===== src/rtl/dff_ram_pkg.sv =====
// Shared widths, types and helpers for the 4x72 flip-flop RAM.
// DFF_RAM_PARITY_EN adds one even-parity bit to every stored row.
package dff_ram_pkg;

   localparam int unsigned DATA_W = 72;
   localparam int unsigned DEPTH  = 4;
   localparam int unsigned ADDR_W = $clog2(DEPTH);

`ifdef DFF_RAM_PARITY_EN
   localparam int unsigned PAR_W = 1;
`else
   localparam int unsigned PAR_W = 0;
`endif

   // One storage row: data plus optional parity bit in the MSB.
   localparam int unsigned ROW_W = DATA_W + PAR_W;

   typedef logic [ADDR_W-1:0] addr_t;
   typedef logic [DATA_W-1:0] data_t;

   typedef enum logic [1:0] {
      OP_IDLE,
      OP_READ,
      OP_WRITE
   } op_t;

   // en_n gates the whole access; wr only matters when enabled.
   function automatic op_t decode_op(input logic en_n, input logic wr);
      op_t op;
      op = OP_IDLE;
      if (!en_n) begin
         op = wr ? OP_WRITE : OP_READ;
      end
      return op;
   endfunction

   // Even parity: the stored bit makes the total number of ones even.
   function automatic logic even_parity(input data_t d);
      return ^d;
   endfunction

endpackage


===== src/rtl/dff_ram_word.sv =====
// One resettable storage row with write enable.
module dff_ram_word
   import dff_ram_pkg::*;
#(
   parameter int unsigned WORD_W = ROW_W
) (
   input  logic              clk,
   input  logic              rst,
   input  logic              we,
   input  logic [WORD_W-1:0] d,
   output logic [WORD_W-1:0] q
);

   logic [WORD_W-1:0] row_r;

   always_ff @(posedge clk) begin
      if (rst) begin
         row_r <= '0;
      end else if (we) begin
         row_r <= d;
      end
   end

   assign q = row_r;

endmodule


===== src/rtl/dff_ram_4x72.sv =====
// 4 x 72 single-port flip-flop RAM, synchronous write, registered 1-cycle read.
// Define DFF_RAM_PARITY_EN for per-word even parity and the parity_err output.
module dff_ram_4x72
   import dff_ram_pkg::*;
(
   input  logic              clk,
   input  logic              rst,
   input  logic [ADDR_W-1:0] address,
   input  logic              en_n,
   input  logic              wr,
   input  logic [DATA_W-1:0] wdata,
   output logic [DATA_W-1:0] rdata
`ifdef DFF_RAM_PARITY_EN
   ,
   output logic              parity_err
`endif
);

   op_t               op_c;
   logic [DEPTH-1:0]  we_c;
   logic [ROW_W-1:0]  wrow_c;
   logic [ROW_W-1:0]  rrow_c;
   logic [ROW_W-1:0]  row_q [DEPTH];

   assign op_c = decode_op(en_n, wr);

   // Address decode: exactly one row enabled on a write, none otherwise.
   always_comb begin
      we_c = '0;
      if (op_c == OP_WRITE) begin
         we_c[address] = 1'b1;
      end
   end

`ifdef DFF_RAM_PARITY_EN
   assign wrow_c = {even_parity(wdata), wdata};
`else
   assign wrow_c = wdata;
`endif

   for (genvar g = 0; g < int'(DEPTH); g++) begin : g_row
      dff_ram_word #(
         .WORD_W (ROW_W)
      ) u_row (
         .clk (clk),
         .rst (rst),
         .we  (we_c[g]),
         .d   (wrow_c),
         .q   (row_q[g])
      );
   end

   assign rrow_c = row_q[address];

   // Read register: loads only on a read, holds through idle and write cycles.
   always_ff @(posedge clk) begin
      if (rst) begin
         rdata <= '0;
      end else if (op_c == OP_READ) begin
         rdata <= rrow_c[DATA_W-1:0];
      end
   end

`ifdef DFF_RAM_PARITY_EN
   always_ff @(posedge clk) begin
      if (rst) begin
         parity_err <= 1'b0;
      end else if (op_c == OP_READ) begin
         parity_err <= even_parity(rrow_c[DATA_W-1:0]) != rrow_c[DATA_W];
      end
   end
`endif

endmodule


===== config.mk =====
export PLATFORM = sky130hd
export DESIGN_NAME = dff_ram_4x72
export DESIGN_NICKNAME = d
export VERILOG_FILES = /design/src/rtl/dff_ram_pkg.sv /design/src/rtl/dff_ram_word.sv /design/src/rtl/dff_ram_4x72.sv
export SDC_FILE = /design/constraint.sdc
export NUM_CORES = 1
export LEC_CHECK = 0
export ABC_AREA = 1
export BUFFER_PORTS_ARGS = -buffer_cell sky130_fd_sc_hd__buf_2
export CAP_MARGIN = 20
export CORE_ASPECT_RATIO = 1.4
export CORE_MARGIN = 2
export CORE_UTILIZATION = 60
export CTS_CLUSTER_SIZE = 14
export DETAILED_ROUTE_END_ITERATION = 10
export PLACE_DENSITY = 0.9
export SETUP_SLACK_MARGIN = 0.15
export SYNTH_ARGS = -nofsm -noshare
export SYNTH_HDL_FRONTEND = slang
export SYNTH_HIERARCHICAL = 1
export SYNTH_SLANG_ARGS = --single-unit

===== constraint.sdc =====
create_clock -name clk -period 2.65 [get_ports clk]
set_input_delay 0.3975 -clock clk [delete_from_list [all_inputs] [get_ports clk]]
set_output_delay 0.3975 -clock clk [all_outputs]
set_load 0.1 [all_outputs]

* After elaboration in Yosys (flattened, before gate mapping)
Index checks and enable logic that the tools add are counted.
** Word-level totals
- Flip-flop bits (word level) :: 360
- Logic and storage cells :: 20
** Operators by class
- Reductions and logical operators :: 1
- Bitwise logic cells :: 1
- Eq/ne operators :: 2
- Muxes and demuxes :: 8
- Order comparisons :: 3
** Operators by type and width (number)
- binary-select mux 72 bit (select 2 bit) :: 1
- 2-to-1 mux 72 bit :: 2
- 2-to-1 mux 2 bit :: 2
- 2-to-1 mux 4 bit :: 1
- >= comparator 3 bit (second input constant) :: 1
- < comparator 2 x 3 -> 1 bit (second input constant) :: 1
- inverter 2 -> 3 bit :: 1
- demux 1 bit (select 2 bit) :: 1
- == test 2 x 1 -> 1 bit (second input constant) :: 1
- == test 2 bit (second input constant) :: 1
- >= comparator 2 x 1 -> 1 bit (second input constant) :: 1
- logical AND 1 bit :: 1
- 2-to-1 mux 1 bit :: 1

* Longest topological paths before layout
Gate-level depths: netlist of the first run.
- Depth in word-level cells :: 5
- Depth in mapped cells :: 9
- Gate-level depth less buffers :: 6

* Modules after synthesis
Netlist of the first run, hierarchy kept.
** Modules (own cells, without submodules)
- dff_ram_word :: sequential area each 1441.4 um2, times used 4, cells each 456, area an instance 2951.6 um2
- dff_ram_4x72 :: sequential area each 1441.4 um2, times used 1, cells each 808, area an instance 4750.8 um2

* Worst setup path before layout of the first run
OpenSTA, ideal clock, no wires.
- Path kind :: input-to-reg
- Start :: input port address[1]
- End :: register g_row[0].u_row.row_r[61]
- Data arrival time :: 1561 ps
- Path slack :: 1025 ps
- Stages :: 9
- Data required time :: 2586 ps
- Cells stage by stage :: buf_4 -> buf_4 -> buf_2 -> nor3_1 -> buf_4 -> buf_6 -> buf_6 -> nor2_1 -> nor2_1
** On the way
- Cells in the longest elaborated chain, start to end :: 5
** Ends and longest elaborated chain
- start: declaration :: line dff_ram_4x72.sv:8 : input logic [ADDR_W-1:0] address,
- < comparator 2 x 3 -> 1 bit (implied by the code) or >= comparator 2 x 1 -> 1 bit (tied branches) :: line dff_ram_4x72.sv:31 : we_c[address] = 1'b1;
- logical AND 1 bit (implied by the code) :: line dff_ram_4x72.sv:31
- 2-to-1 mux 1 bit (implied by the code) :: line dff_ram_4x72.sv:31
- demux 1 bit (select 2 bit) * :: line dff_ram_4x72.sv:31
- 2-to-1 mux 4 bit * :: line dff_ram_4x72.sv:30 : if (op_c == OP_WRITE) begin
- via we_c[0] :: line dff_ram_4x72.sv:20 : logic [DEPTH-1:0] we_c;
- end signal: assignment :: line dff_ram_word.sv:18 : row_r <= '0;
- end signal: assignment :: line dff_ram_word.sv:20 : row_r <= d;
- end: declaration :: line dff_ram_word.sv:14 : logic [WORD_W-1:0] row_r;
Mark *: on every way through the listed nets, which the timed path passes. The rest lies on a longest branch.
A chain may end at the register's enable or synchronous reset.

* Worst setup path after layout of the first run
- Start :: register rdata[1]
- End :: output port rdata[1]
** RTL lines
- start: declaration :: line dff_ram_4x72.sv:12 : output logic [DATA_W-1:0] rdata
- start signal: assignment :: line dff_ram_4x72.sv:60 : rdata <= rrow_c[DATA_W-1:0];
No word-level cell between the ends.

==> results of run 1 <==
## cells in the mapped netlist
| cell | count | area share [%] |
|---|---|---|
| a21oi_1 | 1 | 0.030 |
| buf_1 | 1 | 0.023 |
| buf_2 | 84 | 2.5 |
| buf_4 | 10 | 0.45 |
| buf_6 | 28 | 1.9 |
| clkbuf_1 | 46 | 1.0 |
| dfxtp_1 | 360 | 44 |
| inv_1 | 290 | 6.6 |
| inv_2 | 6 | 0.14 |
| nand2_1 | 722 | 16 |
| nand3_1 | 286 | 8.6 |
| nor2_1 | 720 | 16 |
| nor2_4 | 2 | 0.14 |
| nor3_1 | 4 | 0.12 |
| o21ai_0 | 72 | 2.2 |
## stage by stage
step,setup WS (ns),util [%],instances,total power (W),hold WS (ns)
floorplan,1.03,-,2632,0.00710,0.449
global placement,0.648,63.6,3003,0.00746,0.457
detailed placement,0.565,63.6,3003,0.00751,0.462
CTS,0.852,68.0,3066,0.0125,0.187
global route,0.857,68.0,3066,0.0129,0.205
finish,0.862,68.0,3069,0.0125,0.198
## cell usage in the layout (no fill, tap or decap), types with 7 or more instances in the layout
master and count:
o21ai_0 72, buf_12 15, buf_2 147, clkbuf_16 37
inv_2 7, inv_1 289, buf_4 13, nand3_1 286
nand2_1 722, clkbuf_8 11, nor2_1 720, dfxtp_1 360
## sequential cells by signal (all words and copies together) (netlist names)
name and count:
rdata 72, g_row.u_row/q 288
## per-layer routing
layer / vias to the layer above / part of all wire [%]
met5: - / 0
met4: 0 / 5.2
met1: 7349 / 39
li1: 7939 / -
met2: 741 / 48
met3: 172 / 7.5
## logic make-up after synthesis
group                  after synthesis  share of synthesized area [%]
and+or+nand+nor                   1734                           41.6
buffers and inverters              465                           12.7
AOI/OAI and AO/OA                   73                           2.21
DFF                                360                           43.5
## how the worst max path moves through the flow
| stage | start | end | slack (ns) |
|---|---|---|---|
| after floorplan | address[1] | g_row[0].u_row/q[61]$_SDFFE_PP0P_ | 1.03 |
| after global placement | address[1] | g_row[2].u_row/q[2]$_SDFFE_PP0P_ | 0.65 |
| after detailed placement | address[1] | g_row[2].u_row/q[9]$_SDFFE_PP0P_ | 0.57 |
| after CTS | rdata[1]$_SDFFE_PP0N_ | rdata[1] | 0.85 |
| after global routing | rdata[1]$_SDFFE_PP0N_ | rdata[1] | 0.86 |
| final | rdata[1]$_SDFFE_PP0N_ | rdata[1] | 0.86 |
## area by class of cell
class                           instances  share of cell area [%]
Timing Repair Buffer                  175                    6.17
Tap cell                              365                    2.49
Multi-Input combinational cell       1807                    39.6
Clock buffer                           54                    5.99
Antenna cell                            3                  0.0409
Inverter                              296                    6.05
Sequential cell                       360                    39.2
Clock inverter                          9                   0.409
## where the power goes
| part | switching (W) | total (W) | leakage, nW | internal (W) |
|---|---|---|---|---|
| registers | 0.000112 | 0.00574 | 2.93 | 0.00563 |
| logic | 0.00128 | 0.00168 | 5.47 | 0.000407 |
| clock network | 0.00210 | 0.00506 | 0.580 | 0.00296 |
==> results.tsv, run 1 <==
metric	value	unit
area grow syn2layout	10.9	%
Post-CTS Hold Fix Bufs	0	
#FFs+latches synth	360	
Cell variety after synth	15	
Setup CP Type	flop to output port	
initial antenna violation count	0	
RePlAce Congestion	0.801	
Skew-Pair Late Insertion Delay	0.52	ns
Avg Inst Size Synth	6.29	um^2
residual DRC count	0	
Setup Buffers After CTS	0	
WHS Endpoint	g_row[2].u_row/q[53]$_SDFFE_PP0P_	
starting density of the core	61.3	%
post_cts resized	0	
final wirelength	44.5	mm
global-route wire length before repair	72.9	mm
Worst R2R Start	g_row[2].u_row/q[6]$_SDFFE_PP0P_	
htree depth	2	
RSZ-0062 raised after global routing	false	
die width	144	um
Root Driver	clkbuf_16	
cell area after synthesis	16600	um^2
# port buffers	149	
Initial DRC Count	1635	
share of cells above drive strength 1	9.07	%
sequential cell area	7210	um^2
Worst Reg-to-Reg Cells	4	
setup TNS	0	ns
Setup Skew	0.00708	ns
Largest stage delay, worst path	0.46	ns
largest net degree at the start of global routing	89	
Critical path buffers and inverters	1	
gr ovfl total	0	
met2 GRT Util	51.0	%
Syn. warnings	6	
fin area	18400	um^2
area of the die	29000	um^2
Final Cycle Share	67.5	%
CTS tree	built	
slew margin rel.	34.1	%
synthesized netlist cell count	2632	
final hold vios	0	
Critical-path top delay cell	buf_2	
first drt pass iteration count	6	
hold path cells	5	
All-Layer GR Usage	30.5	%
Hold Path Class	input pin to flop	
R2R Setup Slk	1.66	ns
final setup vio count	0	
number of vias per cell	5.28	
area of the multi-input gates	7270	um^2
Cell Chain, Critical Path	buf_2	
crit-path leading delay family	buffers and inverters	
Worst-path clk slew	0.06	ns
Slew @ Worst Pin	0.989	ns
gr busiest metal	met2	
P_leak	8.98	nW
Worst setup EP type	output port	
clock sink count	360	
detailed-route wire length per cell	14.5	um
nets@finish	2753	
Hold Crit Start	wdata[53]	
Max VDD drop	561	uV
CTS Buffer Depth	3	
std cell rows	71	
core footprint	27000	um^2
routed vias	16201	
Num CTS Buffers	35	
status	complete, no violations	
post-synthesis sequential area ratio	43.5	%
M1 GR Usage	37.1	%
vias in the first global route	15591	
WP data required	2.25	ns
R2R Path End	rdata[6]$_SDFFE_PP0N_	
startpoint types	flop	
min Tclk post-route	1.79	ns
max cap viols	0	
Pwr Density	680	nW/um^2
fmax	559	MHz
Detailed Place HPWL	24.5	mm
Die Y	201	um
Max FO, Critical Path	2	
Pins Over Slew Limit	0	
met3 usage	4.03	%
Filler cells	2290	
crit path DAT	1.39	ns
critical path depth in cells	1	
post-route ant nets	0	
DP Area	17200	um^2
I/O pin count	150	
syn nets	2710	
No activity file was read; power rests on OpenSTA's default activity.
==> run 2, diff against run 1 <==
==> constraint.sdc (replaced) <==
create_clock -name clk -period 1.75 [get_ports clk]
set_input_delay 0.2625 -clock clk [delete_from_list [all_inputs] [get_ports clk]]
set_output_delay 0.2625 -clock clk [all_outputs]
set_load 0.1 [all_outputs]
==> results.tsv, run 2 (same netlist as run 1, synthesis figures left out) <==
metric	value	unit	change
status	complete, no violations		
Max FO, Critical Path	2		unchanged
area of the die	29000	um^2	unchanged
Detailed Place HPWL	25.4	mm	+3.6%
residual DRC count	0		unchanged
min Tclk post-route	1.58	ns	
Initial DRC Count	1600		-2.1%
clock sink count	360		unchanged
DP Area	17500	um^2	+1.8%
largest net degree at the start of global routing	85		-4.5%
Power Total	0.0185	W	+48%
htree depth	2		unchanged
slew margin rel.	59.5	%	+25 points
max reg flops	288		unchanged
setup TNS	0	ns	unchanged
Post-Place Worst Slack	0.149	ns	-0.416 ns
final hold vios	0		unchanged
Critical path buffers and inverters	1		unchanged
Skew-Pair Late Insertion Delay	0.53	ns	about the same
detailed-route wire length per cell	14.4	um	-0.93%
die width	144	um	unchanged
Worst-path clk slew	0.06	ns	about the same
Max VDD drop	892	uV	+59%
setup ws final	0.172	ns	-0.691 ns
crit path DAT	1.32	ns	-0.07 ns
Setup Skew	0.0156	ns	+0.00854 ns
# port buffers	149		unchanged
max cap viols	0		unchanged
Setup CP Type	flop to output port		
gr ovfl total	0		unchanged
Cell Chain, Critical Path	buf_2		
CTS tree	built		
Pins Over Slew Limit	0		unchanged
fin area	18600	um^2	+1.2%
Hold Path Class	input pin to flop		
crit-path leading delay family	buffers and inverters		
I/O pin count	150		unchanged
RePlAce Congestion	0.801		about the same
Die Y	201	um	unchanged
vias in the first global route	15645		+0.35%
Largest stage delay, worst path	0.46	ns	about the same
CTS Buffer Depth	3		unchanged
global-route wire length before repair	72.4	mm	-0.70%
std cell rows	71		unchanged
routed vias	16356		+0.96%
Final Cycle Share	90.2	%	
most frequent cells in the layout	722 x nand2_1, 720 x nor2_1, 360 x dfxtp_1, 289 x inv_1, 286 x nand3_1		
core footprint	27000	um^2	unchanged
Pwr Density	996	nW/um^2	+46%
fmax	634	MHz	
most common cell after layout, fill and taps aside	nand2_1		
post-route ant nets	0		unchanged
Critical-path top delay cell	buf_2		
All-Layer GR Usage	30.2	%	-0.34 points
share of cells above drive strength 1	9.33	%	+0.26 points
number of vias per cell	5.31		+0.50%
initial antenna violation count	4		+4
RSZ-0062 raised after global routing	false		
Slew @ Worst Pin	0.608	ns	-0.381 ns
final setup vio count	0		unchanged
Worst setup EP type	output port		
area grow syn2layout	12.2	%	
P_leak	9.07	nW	+1.0%
Root Driver	clkbuf_16		
startpoint types	flop		
WP data required	1.49	ns	-0.76 ns
fin util	68.8	%	+0.82 points
R2R Setup Slk	0.86	ns	-0.80 ns
final wirelength	44.3	mm	-0.48%
Num CTS Buffers	34		-2.9%
first drt pass iteration count	8		+2
nets@finish	2768		+0.54%
starting density of the core	61.3	%	unchanged
[run 2: what timing repair did]
item,4_1_cts,5_1_grt
resized for setup,2,2
setup buffers,0,0
hold endpoints to repair,0,0
setup endpoints to repair,2,2
cloned,0,0
hold buffers,0,0
[run 2: cell type report]
class / instances / area, um^2
inverter: 296 / 1110
antenna: 6 / 15.0
tap: 365 / 457
fill: 2182 / 8420
clock inverter: 6 / 30.0
multi-input combinational: 1807 / 7270
timing repair buffer: 191 / 1450
clock buffer: 52 / 1040
sequential: 360 / 7210
[run 2: final timing paths]
path	from	cells past startpoint	to
max	rdata[49]$_SDFFE_PP0N_	1	rdata[49]
min	wdata[61]	5	g_row[2].u_row/q[61]$_SDFFE_PP0P_
max reg2reg	g_row[3].u_row/q[5]$_SDFFE_PP0P_	4	rdata[5]$_SDFFE_PP0N_
min reg2reg	g_row[0].u_row/q[39]$_SDFFE_PP0P_	2	g_row[0].u_row/q[39]$_SDFFE_PP0P_
[run 2: power by group]
part / internal, W / switching, W / total (W)
Sequential: 0.00852 / 0.000166 / 0.00869
Clock: 0.00410 / 0.00310 / 0.00721
Combinational: 0.000672 / 0.00194 / 0.00261
[run 2: layer usage]
layer	routed length, um	track usage (%)	share of wire (%)
met5	0	0	0
met4	2010	16.3	4.5
met3	3740	4.32	8.4
met2	21700	51.8	49
met1	16800	36.0	38
[run 2: stage by stage]
stage	instances	hold slack, ns
3_3_place_gp	3019	0.457
2_1_floorplan	2632	0.437
3_5_place_dp	3019	0.462
6_report	3083	0.0624
5_1_grt	3081	0.0718
4_1_cts	3077	0.0500
==> run 3, diff against run 2 <==
--- a/config.mk
+++ b/config.mk
@@ -5,12 +5,12 @@
 export SDC_FILE = /design/constraint.sdc
 export NUM_CORES = 1
 export LEC_CHECK = 0
-export ABC_AREA = 1
+export ABC_AREA = 0
 export BUFFER_PORTS_ARGS = -buffer_cell sky130_fd_sc_hd__buf_2
 export CAP_MARGIN = 20
 export CORE_ASPECT_RATIO = 1.4
 export CORE_MARGIN = 2
-export CORE_UTILIZATION = 60
+export CORE_UTILIZATION = 59
 export CTS_CLUSTER_SIZE = 14
 export DETAILED_ROUTE_END_ITERATION = 10
 export PLACE_DENSITY = 0.9
==> results.tsv, run 3 <==
metric	value	unit	change
Hold Path Class	input pin to flop		
Num CTS Buffers	34		unchanged
hold_ws	0.0526	ns	-0.00980 ns
Skew-Pair Late Insertion Delay	0.50	ns	-0.03 ns
Root Driver	clkbuf_16		
Comb power frac	7.0	%	-7.1 points
min Tclk post-route	1.58	ns	-0.000729 ns
final setup vio count	0		unchanged
startpoint types	flop		
number of vias per cell	5.74		+8.3%
die width	137	um	-5.1%
Pwr Density	1020	nW/um^2	+2.5%
vias in the first global route	10734		-31%
Final Cycle Share	90.2	%	about the same
post-synth top area cell	dfxtp_1		
clock network power share	44.1	%	+5.2 points
crit path DAT	1.32	ns	about the same
status	complete, no violations		
global-route wire length before repair	53.3	mm	-26%
Die Y	190	um	-5.2%
Syn. warnings	6		unchanged
Post-Place Worst Slack	-0.0345	ns	-0.184 ns
starting density of the core	59.6	%	-1.7 points
Post-CTS Hold Fix Bufs	0		unchanged
P_leak	6.66	nW	-27%
nets@finish	1542		-44%
synth top area cells	dfxtp_1 49%, mux2i_1 25%, nor2_1 9.3%, a221o_1 4.9%, mux2_2 2.9%		
Critical path buffers and inverters	1		unchanged
internal power	0.0134	W	+0.81%
Net Sw Frac	22.2	%	-6.0 points
Max VDD drop	920	uV	+3.1%
placed cell count	1743		-42%
Filler cells	1730		-21%
count leader, synth	nor2_1		
CTS Buffer Depth	3		unchanged
All-Layer GR Usage	25.2	%	-5.0 points
Setup Skew	0.00839	ns	-0.00723 ns
clock sink count	360		unchanged
first drt pass iteration count	5		-3
core footprint	24500	um^2	-9.3%
largest net degree at the start of global routing	157		+85%
Avg Inst Size Synth	10.9	um^2	+74%
fin area	16900	um^2	-9.2%
top post-synthesis cells by count	362 x nor2_1, 360 x dfxtp_1, 360 x mux2i_1, 72 x a221o_1, 38 x mux2_2		
WP data required	1.49	ns	about the same
setup ws final	0.172	ns	+0.000729 ns
cell area after synthesis	14600	um^2	-12%
detailed-route wire length per cell	18.5	um	+28%
gr ovfl total	0		unchanged
htree depth	2		unchanged
final wirelength	33.3	mm	-25%
DP Area	15700	um^2	-10%
Critical-path top delay cell	buf_2		
max cap viols	0		unchanged
I/O pin count	150		unchanged
Max FO, Critical Path	2		unchanged
CTS tree	built		
syn nets	1414		-48%
Cell variety after synth	16		+1
Slew @ Worst Pin	0.787	ns	+0.180 ns
slew margin rel.	47.4	%	-12 points
#FFs+latches synth	360		unchanged
# port buffers	149		unchanged
Post-synth EDFFs	0		unchanged
area of the die	26100	um^2	-10%
routed vias	10357		-37%
initial antenna violation count	2		-2
post-route ant nets	0		unchanged
std cell rows	68		-4.2%
Pins Over Slew Limit	0		unchanged
max reg flops	288		unchanged
RSZ-0062 raised after global routing	false		
most common cell after layout, fill and taps aside	nor2_1		
met2 GRT Util	43.1	%	-8.7 points
area grow syn2layout	15.4	%	
met3 usage	3.93	%	-0.38 points
Non-Filler Instances	1803		-42%
synthesized netlist cell count	1336		-49%
Largest stage delay, worst path	0.45	ns	about the same
Psw	0.00382	W	-27%
Cell Chain, Critical Path	buf_2		
Worst-path clk slew	0.06	ns	about the same
sequential share of power	49.0	%	+2.1 points
Power Total	0.0172	W	-6.9%
Initial DRC Count	599		-63%
top_reg_cell synth	dfxtp_1		
post-synthesis sequential area ratio	49.3	%	+5.8 points
crit-path leading delay family	buffers and inverters		
final hold vios	0		unchanged
Setup CP Type	flop to output port		
fraction of registers with async set/reset	0	%	unchanged
gr busiest metal	met2		
share of cells above drive strength 1	19.6	%	+10 points
Detailed Place HPWL	20.7	mm	-18%
RePlAce Congestion	0.740		-7.6%
most frequent cells in the layout	361 x nor2_1, 360 x mux2i_1, 360 x dfxtp_1, 132 x buf_2, 72 x a221o_1		
residual DRC count	0		unchanged
post-synth top area share	49.3	%	+5.8 points
Worst setup EP type	output port		
fmax	634	MHz	about the same
M1 GR Usage	31.8	%	-4.2 points
==> run 3: final timing paths <==
| kind | from | to | slack [ns] | cells past startpoint |
|---|---|---|---|---|
| setup reg to reg | g_row[3].u_row/q[30]$_SDFFE_PP0P_ | rdata[30]$_SDFFE_PP0N_ | 0.66 | 2 |
| hold / removal | wdata[60] | g_row[2].u_row/q[60]$_SDFFE_PP0P_ | 0.05 | 3 |
| setup / recovery | rdata[32]$_SDFFE_PP0N_ | rdata[32] | 0.17 | 1 |
| hold reg to reg | rdata[26]$_SDFFE_PP0N_ | rdata[26]$_SDFFE_PP0N_ | 0.48 | 1 |
==> run 3: final cells by class <==
type	instances	area [um^2]	share of cell area [%]
diodes	1	2.50	0.0148
clock buffers	52	1050	6.24
clock inverters	7	110	0.653
multi-input cells	872	6610	39.2
flip-flops and latches	360	7210	42.7
well taps	315	394	2.34
repair buffers	196	1490	8.83
==> run 3: through the flow <==
step           util [%]  setup TNS (ns)
5_1_grt            68.8               0
3_5_place_dp       63.9          -0.361
3_3_place_gp       63.9               0
6_report           68.8               0
4_1_cts            68.7               0
2_1_floorplan         -               0
==> run 3: kinds of logic after synthesis <==
kind of cell    synth area share (%)
buf+inv                         5.87
flops                           49.3
compound gates                  4.93
simple gates                    9.67
mux                             30.2
==> run 3: per-layer routing <==
metal  vias to the layer above  part of all wire [%]
met4                         2                   2.5
met5                         -                 0.024
met1                      5103                    43
met2                       284                    50
met3                        63                   5.0
li1                       4905                     -
==> run 3: power by group through the flow <==
stage | clock [W] | combinational, W | sequential, W
6_report | 0.00759 | 0.00120 | 0.00843
2_1_floorplan | 0 | 0.000724 | 0.00868
3_3_place_gp | 0 | 0.00115 | 0.00860
3_5_place_dp | 0 | 0.00119 | 0.00861
5_1_grt | 0.00801 | 0.00128 | 0.00844
4_1_cts | 0.00769 | 0.00120 | 0.00843
==> run 3: timing repair <==
item	4_1_cts	5_1_grt
endpoints found under the setup margin	3	12
resized for setup	3	12
pin swaps	0	0
cloned	0	0
buffers inserted	0	0
